### src/rtl/pid_cfg_loader.sv
// pid_cfg_loader
//   Transmit end of the PID core's strobe-latched configuration interface.
//   32-bit command words ([31:28] opcode, [27:0] payload) write shadow
//   registers.  COMMIT copies every shadow to the output registers in the
//   accept edge, then runs SETUP -> STROBE -> GAP.  This issues one clean
//   strobe pulse that pid_core latches on its rising edge.
//
// Ports
//   clk, rst        system clock, asynchronous active-high reset
//   cmd_i           command word
//   cmd_valid_i     command present
//   cmd_ready_o     high in IDLE only; a command is taken on valid && ready
//   kp_o .. sp_o    signed S16_W parameter words to pid_core
//   alpha_o         EMA shift
//   decimate_o      decimation ratio (resets to all-ones)
//   enable_o        PID enable
//   strobe_o        latch strobe, direct flop output
//   busy_o          commit sequence in progress
//   err_o           sticky illegal-opcode flag, cleared by CLR_ERR
//   commit_cnt_o    completed commit sequences, wraps 255 -> 0
module pid_cfg_loader #(
   parameter int S16_W      = 16,
   parameter int DEC_W      = 14,
   parameter int STROBE_LEN = 4,
   parameter int GAP_LEN    = 4
) (
   input  logic                    clk,
   input  logic                    rst,
   input  logic [31:0]             cmd_i,
   input  logic                    cmd_valid_i,
   output logic                    cmd_ready_o,
   output logic signed [S16_W-1:0] kp_o,
   output logic signed [S16_W-1:0] kd_o,
   output logic signed [S16_W-1:0] ki_o,
   output logic signed [S16_W-1:0] sp_o,
   output logic [3:0]              alpha_o,
   output logic [DEC_W-1:0]        decimate_o,
   output logic                    enable_o,
   output logic                    strobe_o,
   output logic                    busy_o,
   output logic                    err_o,
   output logic [7:0]              commit_cnt_o
);

   localparam logic [3:0] OP_NOP    = 4'd0;
   localparam logic [3:0] OP_KP     = 4'd1;
   localparam logic [3:0] OP_KD     = 4'd2;
   localparam logic [3:0] OP_KI     = 4'd3;
   localparam logic [3:0] OP_SP     = 4'd4;
   localparam logic [3:0] OP_ALPHA  = 4'd5;
   localparam logic [3:0] OP_DEC    = 4'd6;
   localparam logic [3:0] OP_EN     = 4'd7;
   localparam logic [3:0] OP_COMMIT = 4'd8;
   localparam logic [3:0] OP_CLRERR = 4'd9;

   // GAP counts GAP_LEN+1 states (see below), so the counter must reach GAP_LEN.
   localparam int CNT_MAX = (GAP_LEN > STROBE_LEN) ? GAP_LEN : STROBE_LEN;
   localparam int CNT_W   = $clog2(CNT_MAX + 1);

   typedef enum logic [1:0] {
      ST_IDLE   = 2'd0,
      ST_SETUP  = 2'd1,
      ST_STROBE = 2'd2,
      ST_GAP    = 2'd3
   } state_t;

   state_t state_q, state_d;
   logic [CNT_W-1:0] cnt_q, cnt_d;

   // shadow registers
   logic [S16_W-1:0] kp_sh_q, kp_sh_d, kd_sh_q, kd_sh_d;
   logic [S16_W-1:0] ki_sh_q, ki_sh_d, sp_sh_q, sp_sh_d;
   logic [3:0]       alpha_sh_q, alpha_sh_d;
   logic [DEC_W-1:0] dec_sh_q, dec_sh_d;
   logic             en_sh_q, en_sh_d;

   // output registers
   logic [S16_W-1:0] kp_q, kp_d, kd_q, kd_d, ki_q, ki_d, sp_q, sp_d;
   logic [3:0]       alpha_q, alpha_d;
   logic [DEC_W-1:0] dec_q, dec_d;
   logic             en_q, en_d;
   logic             strobe_q, strobe_d;
   logic             err_q, err_d;
   logic [7:0]       commit_cnt_q, commit_cnt_d;

   logic        accept;
   logic [3:0]  opcode;
   logic [27:0] payload;

   assign opcode  = cmd_i[31:28];
   assign payload = cmd_i[27:0];
   assign accept  = cmd_valid_i && (state_q == ST_IDLE);

   // payload bits above the widest field carry no information
   logic unused_payload;
   assign unused_payload = ^payload[27:S16_W];

   always_comb begin
      state_d      = state_q;
      cnt_d        = cnt_q;
      kp_sh_d      = kp_sh_q;
      kd_sh_d      = kd_sh_q;
      ki_sh_d      = ki_sh_q;
      sp_sh_d      = sp_sh_q;
      alpha_sh_d   = alpha_sh_q;
      dec_sh_d     = dec_sh_q;
      en_sh_d      = en_sh_q;
      kp_d         = kp_q;
      kd_d         = kd_q;
      ki_d         = ki_q;
      sp_d         = sp_q;
      alpha_d      = alpha_q;
      dec_d        = dec_q;
      en_d         = en_q;
      err_d        = err_q;
      commit_cnt_d = commit_cnt_q;

      unique case (state_q)
         ST_IDLE: begin
            if (accept) begin
               case (opcode)
                  OP_NOP:    ;
                  OP_KP:     kp_sh_d    = payload[S16_W-1:0];
                  OP_KD:     kd_sh_d    = payload[S16_W-1:0];
                  OP_KI:     ki_sh_d    = payload[S16_W-1:0];
                  OP_SP:     sp_sh_d    = payload[S16_W-1:0];
                  OP_ALPHA:  alpha_sh_d = payload[3:0];
                  OP_DEC:    dec_sh_d   = payload[DEC_W-1:0];
                  OP_EN:     en_sh_d    = payload[0];
                  OP_COMMIT: begin
                     kp_d    = kp_sh_q;
                     kd_d    = kd_sh_q;
                     ki_d    = ki_sh_q;
                     sp_d    = sp_sh_q;
                     alpha_d = alpha_sh_q;
                     dec_d   = dec_sh_q;
                     en_d    = en_sh_q;
                     cnt_d   = '0;
                     state_d = ST_SETUP;
                  end
                  OP_CLRERR: err_d = 1'b0;
                  default:   err_d = 1'b1;
               endcase
            end
         end
         ST_SETUP: begin
            cnt_d   = '0;
            state_d = ST_STROBE;
         end
         ST_STROBE: begin
            if (cnt_q == CNT_W'(STROBE_LEN - 1)) begin
               cnt_d   = '0;
               state_d = ST_GAP;
            end else begin
               cnt_d = cnt_q + 1'b1;
            end
         end
         ST_GAP: begin
            // strobe_o trails the state by one flop, so the first GAP cycle
            // still shows the pulse at the pin; hold one extra cycle to give
            // GAP_LEN low cycles before the next command can be taken.
            if (cnt_q == CNT_W'(GAP_LEN)) begin
               cnt_d        = '0;
               commit_cnt_d = commit_cnt_q + 8'd1;
               state_d      = ST_IDLE;
            end else begin
               cnt_d = cnt_q + 1'b1;
            end
         end
         default: state_d = ST_IDLE;
      endcase
   end

   // registered from the current state: glitch-free, and one extra setup cycle
   assign strobe_d = (state_q == ST_STROBE);

   always_ff @(posedge clk or posedge rst) begin
      if (rst) begin
         state_q      <= ST_IDLE;
         cnt_q        <= '0;
         kp_sh_q      <= '0;
         kd_sh_q      <= '0;
         ki_sh_q      <= '0;
         sp_sh_q      <= '0;
         alpha_sh_q   <= '0;
         dec_sh_q     <= '1;
         en_sh_q      <= 1'b0;
         kp_q         <= '0;
         kd_q         <= '0;
         ki_q         <= '0;
         sp_q         <= '0;
         alpha_q      <= '0;
         dec_q        <= '1;
         en_q         <= 1'b0;
         strobe_q     <= 1'b0;
         err_q        <= 1'b0;
         commit_cnt_q <= '0;
      end else begin
         state_q      <= state_d;
         cnt_q        <= cnt_d;
         kp_sh_q      <= kp_sh_d;
         kd_sh_q      <= kd_sh_d;
         ki_sh_q      <= ki_sh_d;
         sp_sh_q      <= sp_sh_d;
         alpha_sh_q   <= alpha_sh_d;
         dec_sh_q     <= dec_sh_d;
         en_sh_q      <= en_sh_d;
         kp_q         <= kp_d;
         kd_q         <= kd_d;
         ki_q         <= ki_d;
         sp_q         <= sp_d;
         alpha_q      <= alpha_d;
         dec_q        <= dec_d;
         en_q         <= en_d;
         strobe_q     <= strobe_d;
         err_q        <= err_d;
         commit_cnt_q <= commit_cnt_d;
      end
   end

   assign cmd_ready_o  = (state_q == ST_IDLE);
   assign busy_o       = (state_q != ST_IDLE);
   assign kp_o         = kp_q;
   assign kd_o         = kd_q;
   assign ki_o         = ki_q;
   assign sp_o         = sp_q;
   assign alpha_o      = alpha_q;
   assign decimate_o   = dec_q;
   assign enable_o     = en_q;
   assign strobe_o     = strobe_q;
   assign err_o        = err_q;
   assign commit_cnt_o = commit_cnt_q;

endmodule
### config.mk
export PLATFORM = sky130hd
export DESIGN_NAME = pid_cfg_loader
export DESIGN_NICKNAME = d
export VERILOG_FILES = /design/src/rtl/pid_cfg_loader.sv
export SDC_FILE = /design/constraint.sdc
export NUM_CORES = 1
export LEC_CHECK = 0
export CAP_MARGIN = 20
export CORE_MARGIN = 10
export CORE_UTILIZATION = 45
export DETAILED_ROUTE_END_ITERATION = 10
export DONT_BUFFER_PORTS = 1
export PLACE_DENSITY = 0.65
export SYNTH_ARGS = -nofsm -noshare
export SYNTH_HDL_FRONTEND = slang
export SYNTH_SLANG_ARGS = --single-unit
### constraint.sdc
create_clock -name clk -period 11.6 [get_ports clk]
set_input_delay 2.32 -clock clk [delete_from_list [all_inputs] [get_ports clk]]
set_output_delay 2.32 -clock clk [all_outputs]
set_load 0.05 [all_outputs]
* After elaboration in Yosys (flattened, before gate mapping)
Cells that the tools add are included.
** Storage, ports and cells
- Register bits after elaboration :: 181
- Input bits :: 35
- Output and inout port bits :: 95
- Logic and storage cells :: 68
** Operators by class
- Add/subtract/negate cells :: 2
- Eq/ne operators :: 18
- Muxes and demuxes :: 11
- Bitwise operators :: 1
- Reduce and logical (&&, ||, !) cells :: 17
** Operators with widths (number)
- 3-bit AND reduction :: 9
- 4-bit by 3-bit == test with 1-bit output (second input constant) :: 4
- 3-bit 2-to-1 mux :: 4
- 3-bit one-hot mux with 4 select lines :: 1
- 9-bit OR reduction :: 1
- 8-bit by 1-bit adder with 8-bit output (second input constant) :: 1
- 4-bit by 2-bit == test with 1-bit output (second input constant) :: 2
- 4-bit == test (second input constant) :: 2
- 2-bit 2-to-1 mux :: 4
- 2-bit one-hot mux with 4 select lines :: 1
- 2-bit by 1-bit inequality test with 1-bit output (second input constant) :: 3
- 2-bit == test (second input constant) :: 2
- 4-bit by 1-bit == test with 1-bit output (second input constant) :: 1
- 4-bit zero test :: 1
- 2-bit AND reduction :: 2
- 4-bit AND reduction :: 1
- 3-bit by 1-bit adder with 3-bit output (second input constant) :: 1
- 3-bit by 2-bit == test with 1-bit output (second input constant) :: 1
- 3-bit == test (second input constant) :: 1
- 2-bit by 1-bit == test with 1-bit output (second input constant) :: 1
- 2-bit zero test :: 1
- 2-bit inequality test (second input constant) :: 1
- 1-bit one-hot mux with 2 select lines :: 1
- 2-bit nonzero test :: 1
- 2 further kinds :: 2

* Depth between registers and ports, before layout
- Word-level depth :: 4
- Mapped depth :: 7
- Depth with buffers taken out :: 6

* Worst setup path after synthesis
No wires, ideal clock.
- Path kind :: input -> register
- Start :: in cmd_i[28]
- End :: reg ki_q[0], in the netlist ki_o[0]
- Arrival :: 3.743 ns
- Required time :: 11.475 ns
- Slack :: 7.732 ns
- Stages :: 6
- Path buffers :: 3
- Cell sequence :: clkbuf_2 -> or4b_4 -> nor2_2 -> buf_4 -> buf_6 -> mux2_2
** On the way
- Longest elaborated chain between the ends :: 2
** Ends and longest elaborated chain
- start, declared :: line 29 : input logic [31:0] cmd_i,
- 4-bit == test :: line 121 : case (opcode)
- 3-bit AND reduction (no line)
- end signal, assigned :: line 210 : ki_q <= ki_d;
- end, declared :: line 78 : logic [S16_W-1:0] kp_q, kp_d, kd_q, kd_d, ki_q, ki_d, sp_q, sp_d;
No other way between the ends.
A chain may end at the register's enable or synchronous reset.

* Worst setup path in the final report
- Start :: reg state_q[0]
- End :: out busy_o
** On the way
- Longest elaborated chain between the ends :: 1
** Ends and longest elaborated chain
- start, declared :: line 67 : state_t state_q, state_d;
- start signal, assigned :: line 199 : state_q <= state_d;
- 2-bit nonzero test :: line 222 : assign busy_o = (state_q != ST_IDLE);
- end, declared :: line 40 : output logic busy_o,
No other way between the ends.

==> reports/summary.txt <==
Yosys cell types: 34
Achievable clock frequency: 230 MHz
Crit path max fanout: 7
Yosys warnings: 0
Vias in the first global route: 3796
Hold_ws: 485 ps
Initial antenna violation count: 0
Setup Fix Bufs, Post-CTS: 0
CP Cell Sequence: inv_1, ha_1, inv_1
Top-area cell type share of the netlist area: 54.2%
Synth Area in Compound Gates: 0.691%
PostCTS Resize Cnt: 0
Register area share after synthesis: 64.6%
Worst min-delay path class: reg2reg
Routability cong.: 0.709
Worst Path Arrival: 2030 ps
IO Count: 130
# diodes: 0
Slowest cell on crit path: ha_1
Mapped cell area: 0.00707 mm²
Core area: 0.0153 mm²
Crit end category: primary output
Post-Syn Instances: 432
DR iter-0 viols: 95
Largest net degree at the start of global routing: 113
TritonCTS clock tree: done
Largest family of logic cells by synthesized area: multiplexers
H-tree depth: 4
Count of input and output buffers: 0
Setup TNS: 0 ps
Layout Utilization: 51.8%
Core Rows: 45
Min Tclk post-route: 4350 ps
Die Width: 145 µm
Critical path type: reg2out
Drt drc: 0
Total global-route track usage: 13.6%
WL/cell: 21.2 µm
Final Total Pwr: 1.98 mW
Final wirelength: 14.1 mm
Mapped Nets: 476
Synth-to-layout area growth: 12.3%
Longest Clk Path Bufs: 2
Status: completed
Initial core utilization: 46.1%
PD cells: 249 mW/mm²
Least-Margin Pin Slew: 992 ps
Fillers: 1302
Fraction of synthesized cell area in xor and xnor cells: 0.868%
Clk_skew: 9.33 ps
Hold Vio Cnt, Final: 0
Synth top area cells: dfrtp_1, mux2_2, dfstp_2
Area leader, netlist: dfrtp_1
Worst skew pair latency: 420 ps
Number of synthesized flops with an enable pin: 0
Via Count: 3493
Asr flop ratio synth: 100%
Die Y: 145 µm
Max-slew violations: 0
CP most frequent cell: inv_1
Multiplexer area fraction after synthesis: 27.1%
Max-capacitance violation count: 0
Clock transition at path regs: 60 ps
Number of setup violations in the final report: 0
Grt ovf: 0
Final net count: 484
Average cell area after synthesis: 16.4 µm²
Placed cell area: 0.00726 mm²
Slew margin rel.: 33.9%
Leakage power: 3.79 nW
Fin crit share: 37.5%
Post-Synth Adder-Cell Area: 1.59%
Top FF cell, synth: dfrtp_1
Data required time at the worst endpoint: 9280 ps
Die area: 0.0211 mm²
Layout cells sized above 1: 49.2%
Maximum vdd ir drop: 0.000108 V
Root buf cell: clkbuf_16
Final instance area: 0.00793 mm²
Max stage delay on crit path: 670 ps
Final ANT Viol Nets: 0
First-pass GRT wire length: 22.6 mm
Clock Sinks: 181
Synth Area in Simple Gates: 2.80%
CTS Buf Count: 17
DR vias/cell: 5.26
Detailed Place HPWL: 9.43 mm
Pre-antenna DRT Iters: 4
CTS hold repair buffers: 0
Unrepaired setup endpoints after global routing: no
Flops & latches, synth: 181
Critical path launch point type: flop
## critical path: cells and delay by family (launching register included)
kind	cells	cell delay, ps
adders and majority gates	1	670
buffers and inverters	2	560
DFF	1	380
## cell usage in the layout (no fill, tap or decap), types with 2 or more instances in the layout
cell and instances:
ha_1 9, dfrtp_1 153, and3_1 3, bufinv_16 5
nand4_1 5, dfstp_2 28, buf_4 4, nand2_1 8
clkbuf_1 5, mux2_1 13, a21oi_1 2, clkbuf_16 17
clkbuf_8 2, nand3b_1 2, mux2_2 156, xnor2_1 6
nor2_1 4, inv_1 9
## cell type report
class                      instances  area (µm²)  area share [%]
clock inverter                     8         171            2.16
inverter                          10        42.5           0.536
sequential                       181        4560            57.5
timing repair buffer               6        72.6           0.915
multi-input combinational        224        2340            29.6
clock buffer                      24         472            5.95
tap                              211         264            3.33
## routing by layer
| layer | GRT usage, % | vias to the layer above | part of all wire, % |
|---|---|---|---|
| met5 | 0 | - | 0 |
| met4 | 5.21 | 0 | 1.6 |
| met3 | 7.51 | 17 | 11 |
| met2 | 21.4 | 92 | 48 |
| met1 | 15.3 | 1846 | 40 |
| li1 | - | 1538 | - |
## synth_stat cells, types with 2 or more instances
cell and number:
a21oi_1 2, and3_1 3, buf_2 7, buf_6 7, dfrtp_1 153, dfstp_2 28, ha_1 9, inv_1 10
mux2_1 13, mux2_2 156, nand2_1 8, nand3b_1 2, nand4_1 5, nor2_1 4, xnor2_1 6
## sequential cells by signal, indices dropped and copies added, names as in the netlist, 2 cells and up
register	cells
kd_sh_q	16
commit_cnt_o	8
sp_sh_q	16
sp_o	16
alpha_o	4
dec_sh_q	14
state_q	2
cnt_q	3
kd_o	16
kp_sh_q	16
kp_o	16
alpha_sh_q	4
ki_sh_q	16
ki_o	16
decimate_o	14
## stage by stage
stage	setup WS (ps)	instances
after detailed placement	6950	631
after global placement	7000	630
after floorplan	4410	432
final	7250	664
after global routing	7140	664
after CTS	7220	663
## logic make-up (layout without fill, tap and decap cells)
family / after synthesis / after routing
buffers and inverters: 27 / 48
xor gates and xnor gates: 7 / 7
AOI/OAI and AO/OA: 7 / 7
DFF: 181 / 181
muxes: 170 / 170
adders and majority gates: 9 / 9
and+or+nand+nor: 31 / 31
## path summary, 6_finish.rpt
kind | from | to | slack (ps) | cells past startpoint
worst max-delay path | state_q[0] | busy_o | 7250 | 3
worst min-delay path | ki_sh_q[8] | ki_o[8] | 480 | 1
worst min register to register | ki_sh_q[8] | ki_o[8] | 480 | 1
max in group asynchronous | rst | sp_o[10] | 8610 | 2
worst max register to register | state_q[0] | kp_o[6] | 8310 | 6
min in group asynchronous | rst | kd_o[7] | 1770 | 1
## where the power goes
| part | switching (mW) | internal, mW |
|---|---|---|
| Clock | 0.227 | 0.394 |
| Combinational | 0.110 | 0.145 |
| Sequential | 0.288 | 0.811 |
| Total | 0.625 | 1.35 |
No activity file was read; power rests on OpenSTA's default activity.
